--- config.mk ---
export PLATFORM = sky130hd
export DESIGN_NAME = hilo_muldiv
export DESIGN_NICKNAME = d
export VERILOG_FILES = /design/src/rtl/hilo_muldiv.sv
export SDC_FILE = /design/constraint.sdc
export NUM_CORES = 2
export LEC_CHECK = 0
export ABC_AREA = 1
export BUFFER_PORTS_ARGS = -buffer_cell sky130_fd_sc_hd__buf_2
export CAP_MARGIN = 25
export CORE_ASPECT_RATIO = 1.4
export CORE_MARGIN = 3
export CORE_UTILIZATION = 25
export CTS_CLUSTER_DIAMETER = 40
export DETAILED_ROUTE_END_ITERATION = 8
export SLEW_MARGIN = 40
export SYNTH_ARGS = -nofsm -noshare
export SYNTH_HDL_FRONTEND = slang
export SYNTH_SLANG_ARGS = --single-unit
--- constraint.sdc ---
create_clock -name clk -period 11.1 [get_ports clk]
set_input_delay 2.22 -clock clk [delete_from_list [all_inputs] [get_ports clk]]
set_output_delay 2.22 -clock clk [all_outputs]
set_load 0.005 [all_outputs]
--- src/rtl/hilo_muldiv.sv ---
// HI/LO register pair with a multi-cycle multiply / restoring-divide engine.
// Accepts MULT/MULTU/DIV/DIVU/MTHI/MTLO via valid/ready; cancel aborts in-flight work.
module hilo_muldiv #(
  parameter int WIDTH   = 32,
  parameter int MUL_LAT = 2
) (
  input  logic             clk,
  input  logic             resetn,
  input  logic             op_valid,
  output logic             op_ready,
  input  logic [2:0]       op,
  input  logic [WIDTH-1:0] src_a,
  input  logic [WIDTH-1:0] src_b,
  input  logic             cancel,
  output logic             busy,
  output logic             done,
  output logic [WIDTH-1:0] hi_read,
  output logic [WIDTH-1:0] lo_read
);

  localparam int CW = $clog2(WIDTH);

  localparam logic [2:0] OP_MULT  = 3'b000;
  localparam logic [2:0] OP_MULTU = 3'b001;
  localparam logic [2:0] OP_DIV   = 3'b010;
  localparam logic [2:0] OP_DIVU  = 3'b011;
  localparam logic [2:0] OP_MTHI  = 3'b100;
  localparam logic [2:0] OP_MTLO  = 3'b101;

  typedef enum logic [1:0] {IDLE, MUL, DIV, FIX} state_t;

  state_t             state, state_nxt;
  logic [CW-1:0]      cnt;
  logic [WIDTH-1:0]   hi, lo;
  logic [WIDTH-1:0]   a_reg, b_reg;
  logic [2*WIDTH-1:0] sr;
  logic               mul_signed, q_neg, r_neg, div_zero;
  logic               accept, write_mul, write_div;
  logic               a_neg_in, b_neg_in;
  logic [2*WIDTH-1:0] ext_a, ext_b, product;
  logic [WIDTH:0]     rem_sh, diff;
  logic [2*WIDTH-1:0] sr_step;
  logic [WIDTH-1:0]   quot, rem;

  assign hi_read = hi;
  assign lo_read = lo;

  always_ff @(posedge clk) begin
    if (!resetn) state <= IDLE;
    else         state <= state_nxt;
  end

  always_comb begin
    state_nxt = state;
    write_mul = 1'b0;
    write_div = 1'b0;
    op_ready  = (state == IDLE) && !cancel;
    busy      = (state != IDLE);
    accept    = op_valid && op_ready;
    case (state)
      IDLE: begin
        if (accept) begin
          case (op)
            OP_MULT, OP_MULTU: state_nxt = MUL;
            OP_DIV, OP_DIVU:   state_nxt = DIV;
            default:           state_nxt = IDLE;
          endcase
        end
      end
      MUL: begin
        if (cancel) state_nxt = IDLE;
        else if (cnt == '0) begin
          write_mul = resetn;
          state_nxt = IDLE;
        end
      end
      DIV: begin
        if (cancel)          state_nxt = IDLE;
        else if (cnt == '0)  state_nxt = FIX;
      end
      FIX: begin
        write_div = !cancel && resetn;
        state_nxt = IDLE;
      end
      default: state_nxt = IDLE;
    endcase
    done = write_mul || write_div;
  end

  // Divide works on magnitudes; signs are reapplied in FIX.
  always_comb begin
    a_neg_in = (op == OP_DIV) && src_a[WIDTH-1];
    b_neg_in = (op == OP_DIV) && src_b[WIDTH-1];
    ext_a    = mul_signed ? {{WIDTH{a_reg[WIDTH-1]}}, a_reg} : {{WIDTH{1'b0}}, a_reg};
    ext_b    = mul_signed ? {{WIDTH{b_reg[WIDTH-1]}}, b_reg} : {{WIDTH{1'b0}}, b_reg};
    product  = ext_a * ext_b;
    rem_sh   = sr[2*WIDTH-1:WIDTH-1];
    diff     = rem_sh - {1'b0, b_reg};
    sr_step  = diff[WIDTH] ? {rem_sh[WIDTH-1:0], sr[WIDTH-2:0], 1'b0}
                           : {diff[WIDTH-1:0],   sr[WIDTH-2:0], 1'b1};
    quot     = q_neg ? -sr[WIDTH-1:0]       : sr[WIDTH-1:0];
    rem      = r_neg ? -sr[2*WIDTH-1:WIDTH] : sr[2*WIDTH-1:WIDTH];
  end

  always_ff @(posedge clk) begin
    if (accept) begin
      a_reg      <= src_a;
      b_reg      <= b_neg_in ? -src_b : src_b;
      sr         <= {{WIDTH{1'b0}}, (a_neg_in ? -src_a : src_a)};
      mul_signed <= (op == OP_MULT);
      q_neg      <= a_neg_in ^ b_neg_in;
      r_neg      <= a_neg_in;
      div_zero   <= (src_b == '0);
      cnt        <= (op == OP_MULT || op == OP_MULTU) ? CW'(MUL_LAT-1) : CW'(WIDTH-1);
    end else begin
      if (state != IDLE) cnt <= cnt - CW'(1);
      if (state == DIV)  sr  <= sr_step;
    end
  end

  always_ff @(posedge clk) begin
    if (!resetn) begin
      hi <= '0;
      lo <= '0;
    end else begin
      if (accept && op == OP_MTHI) hi <= src_a;
      if (accept && op == OP_MTLO) lo <= src_a;
      if (write_mul) {hi, lo} <= product;
      if (write_div) begin
        lo <= div_zero ? '1    : quot;
        hi <= div_zero ? a_reg : rem;
      end
    end
  end

endmodule

==> results.ini <==
[route]
via_count=50900
drtPass1Iterations=5
dr.first_iter.drc_count=3303
wirelength_mm=228
drc=0
wl_met2_mm=115
avgRoutedWirePerCell_um=20.0
wl_met3_mm=11.1
m1WireLength_mm=82.5
ant_nets=0
topRoutingLayerUsed=met5
viasPerCell=4.47

[finish]
largest_reg_flops=64
nNetsFinal=9917
area_growth_pct=9.48
drive_gt1_share_pct=5.15
top_register=sr

[die]
design.core.area_um2=252000
initial_core_util_pct=25.2
rows=218
die_h_um=602
die_area_um2=260000
die_w_um=432
io_pins=138

[synth]
syn_area_per_cell_um2=7.84
synth.distinct_cells=57
synthFlopType=edfxtp_1
syn-num-nets=9921
yosysMostFrequentCell=inv_1
synth.area.top_cells=fa_1 45%, inv_1 15%, nand2_1 10%
yosys.area.top_type_share_pct=44.8
synth_area_um2=63400
synthTopCellsByCount=2462 x inv_1, 1721 x nand2_1, 1420 x fa_1, 380 x nor2_1, 345 x ha_1
ys_seq_elements=203
synth_edf_count=105
synth_top_area_cell=fa_1
yosys_warnings=0
async_flop_share_pct=0
syn_inst=8085
seq_area_frac_synth_pct=8.07

[setup_path]
reg2reg_slack_ps=870
start_kind=flip-flop
crit_path_frequent_cell=inv_1
reg2reg_from=mul_signed$_DFFE_PP_
cp_max_fo=30
critPathCaptureType=flip-flop
critical_path_required_ps=11690
arrival_ps=10820
cpPeakStageDelay_ps=730
worstSetupPathType=flip-flop to flip-flop
r2r_end=hi_read[11]$_SDFFE_PN0P_
ff2ff_path_depth=37
crit_path_top_delay_cell=a21oi_1

[worst_hold_path]
hp-class=flip-flop to flip-flop
holdCritStartpoint=sr[63]$_SDFFE_PP0P_
min_delay_path_depth=2
whs_endpoint=sr[63]$_SDFFE_PP0P_

[grt]
antenna_found_initial=5
grt_usage_pct=17.7
grt_pass1_vias=55600
grt_pass1_wl_mm=345
grt-ovfl-total=0
grt_max_degree=68

[cts]
clock_sinks=203
cts_resized=0
cts_tree=built
holdBufCountCts=0
clk_latency_ps=660
cts_buffers=29
root_buffer=clkbuf_16
cts_setup_buffers=0
h-tree-depth=1
cts_buffer_depth=3
cts.clk_slew.worst_paths_ps=70

[sta]
tightest_slew_ps=971
max_freq_mhz=97.7
clock_skew_ps=16.5
hold_viol_final=0
min_period_over_period_pct=92.2
finalCriticalPeriod_ps=10230
setup-tns-final_ps=0
setup_viol=0
grt_setup_unrepaired=no
relSlewSlack_pct=35.3
drv_slew=0

[job]
maxCapViolations=0

[status]
run_status=finished clean

[placed_design]
dp_hpwl_mm=197
place_congestion=1.08
port_buffers=137

-- cell usage in the layout (no fill, tap or decap), types with 16 or more instances in the layout --
cell and n:
nor3_1 51, a21oi_1 285, nand4_1 30, o21bai_1 21
xnor2_1 48, nor2_1 376, xor2_1 86, fa_1 1420
nand2_1 1716, nand3_1 202, o21ai_1 24, o21ai_0 295
edfxtp_1 105, buf_4 143, or2_2 19, clkbuf_16 31
inv_1 2461, dfxtp_1 98, ha_1 345, buf_2 137
nor4_1 16
-- area by class of cell --
| class | instances | area (um^2) |
|---|---|---|
| Tap cell | 3300 | 4130 |
| Clock buffer | 33 | 793 |
| Clock inverter | 20 | 272 |
| Sequential cell | 203 | 5110 |
| Timing Repair Buffer | 305 | 2110 |
| Multi-Input combinational cell | 5077 | 47700 |
| Fill cell | 27400 | 183000 |
| Inverter | 2465 | 9250 |
| Antenna cell | 1 | 2.50 |
-- routing by layer --
metal	global-route usage [%]	vias up
li1	-	23200
met1	19.4	25500
met2	32.1	1669
met3	1.68	582
met4	11.9	2
met5	0	-
-- critical path, delay by kind of cell (launching register included) --
kind                     cells  cell delay (ps)
buffers and inverters       11             1180
AND/OR/NAND/NOR             13             2580
adder cells (fa/ha/maj)     10             4730
flip-flops                   1              650
AO/OA/AOI/OAI                3             1000
-- cell families (layout without fill, tap and decap cells) --
family	after synthesis	in the layout	synth area share, %
and+or+nand+nor	2468	2468	15.7
other	0	1	0
xor gates and xnor gates	134	134	1.85
buffers and inverters	2805	2823	16.7
adders and majority gates	1765	1765	51.6
muxes	1	1	0.0158
DFF	203	203	8.07
AOI/OAI and AO/OA	709	709	6.01
-- worst max-delay path by stage --
stage | startpoint | to | slack [ps] | cells after the start
CTS | mul_signed$_DFFE_PP_ | hi_read[11]$_SDFFE_PN0P_ | 1060 | 36
global placement | mul_signed$_DFFE_PP_ | hi_read[11]$_SDFFE_PN0P_ | 1150 | 34
detailed placement | mul_signed$_DFFE_PP_ | hi_read[11]$_SDFFE_PN0P_ | 1130 | 36
finish | mul_signed$_DFFE_PP_ | hi_read[11]$_SDFFE_PN0P_ | 870 | 37
global route | mul_signed$_DFFE_PP_ | hi_read[11]$_SDFFE_PN0P_ | 430 | 37
floorplan | a_reg[31]$_DFFE_PP_ | hi_read[31]$_SDFFE_PN0P_ | 2270 | 36
-- metrics by stage --
step	setup slack, ps	instances	cell area, um^2	hold slack, ps	utilization [%]
floorplan	2270	8085	63400	448	-
global placement	1150	11300	68100	473	27.0
detailed placement	1130	11300	68300	473	27.1
CTS	1060	11400	69400	483	27.5
global route	426	11400	69400	505	27.5
finish	869	11400	69400	485	27.5
Power is left out: the tool's default activity adds up to more than one toggle a clock period on the data nets, which glitch-free logic cannot reach.
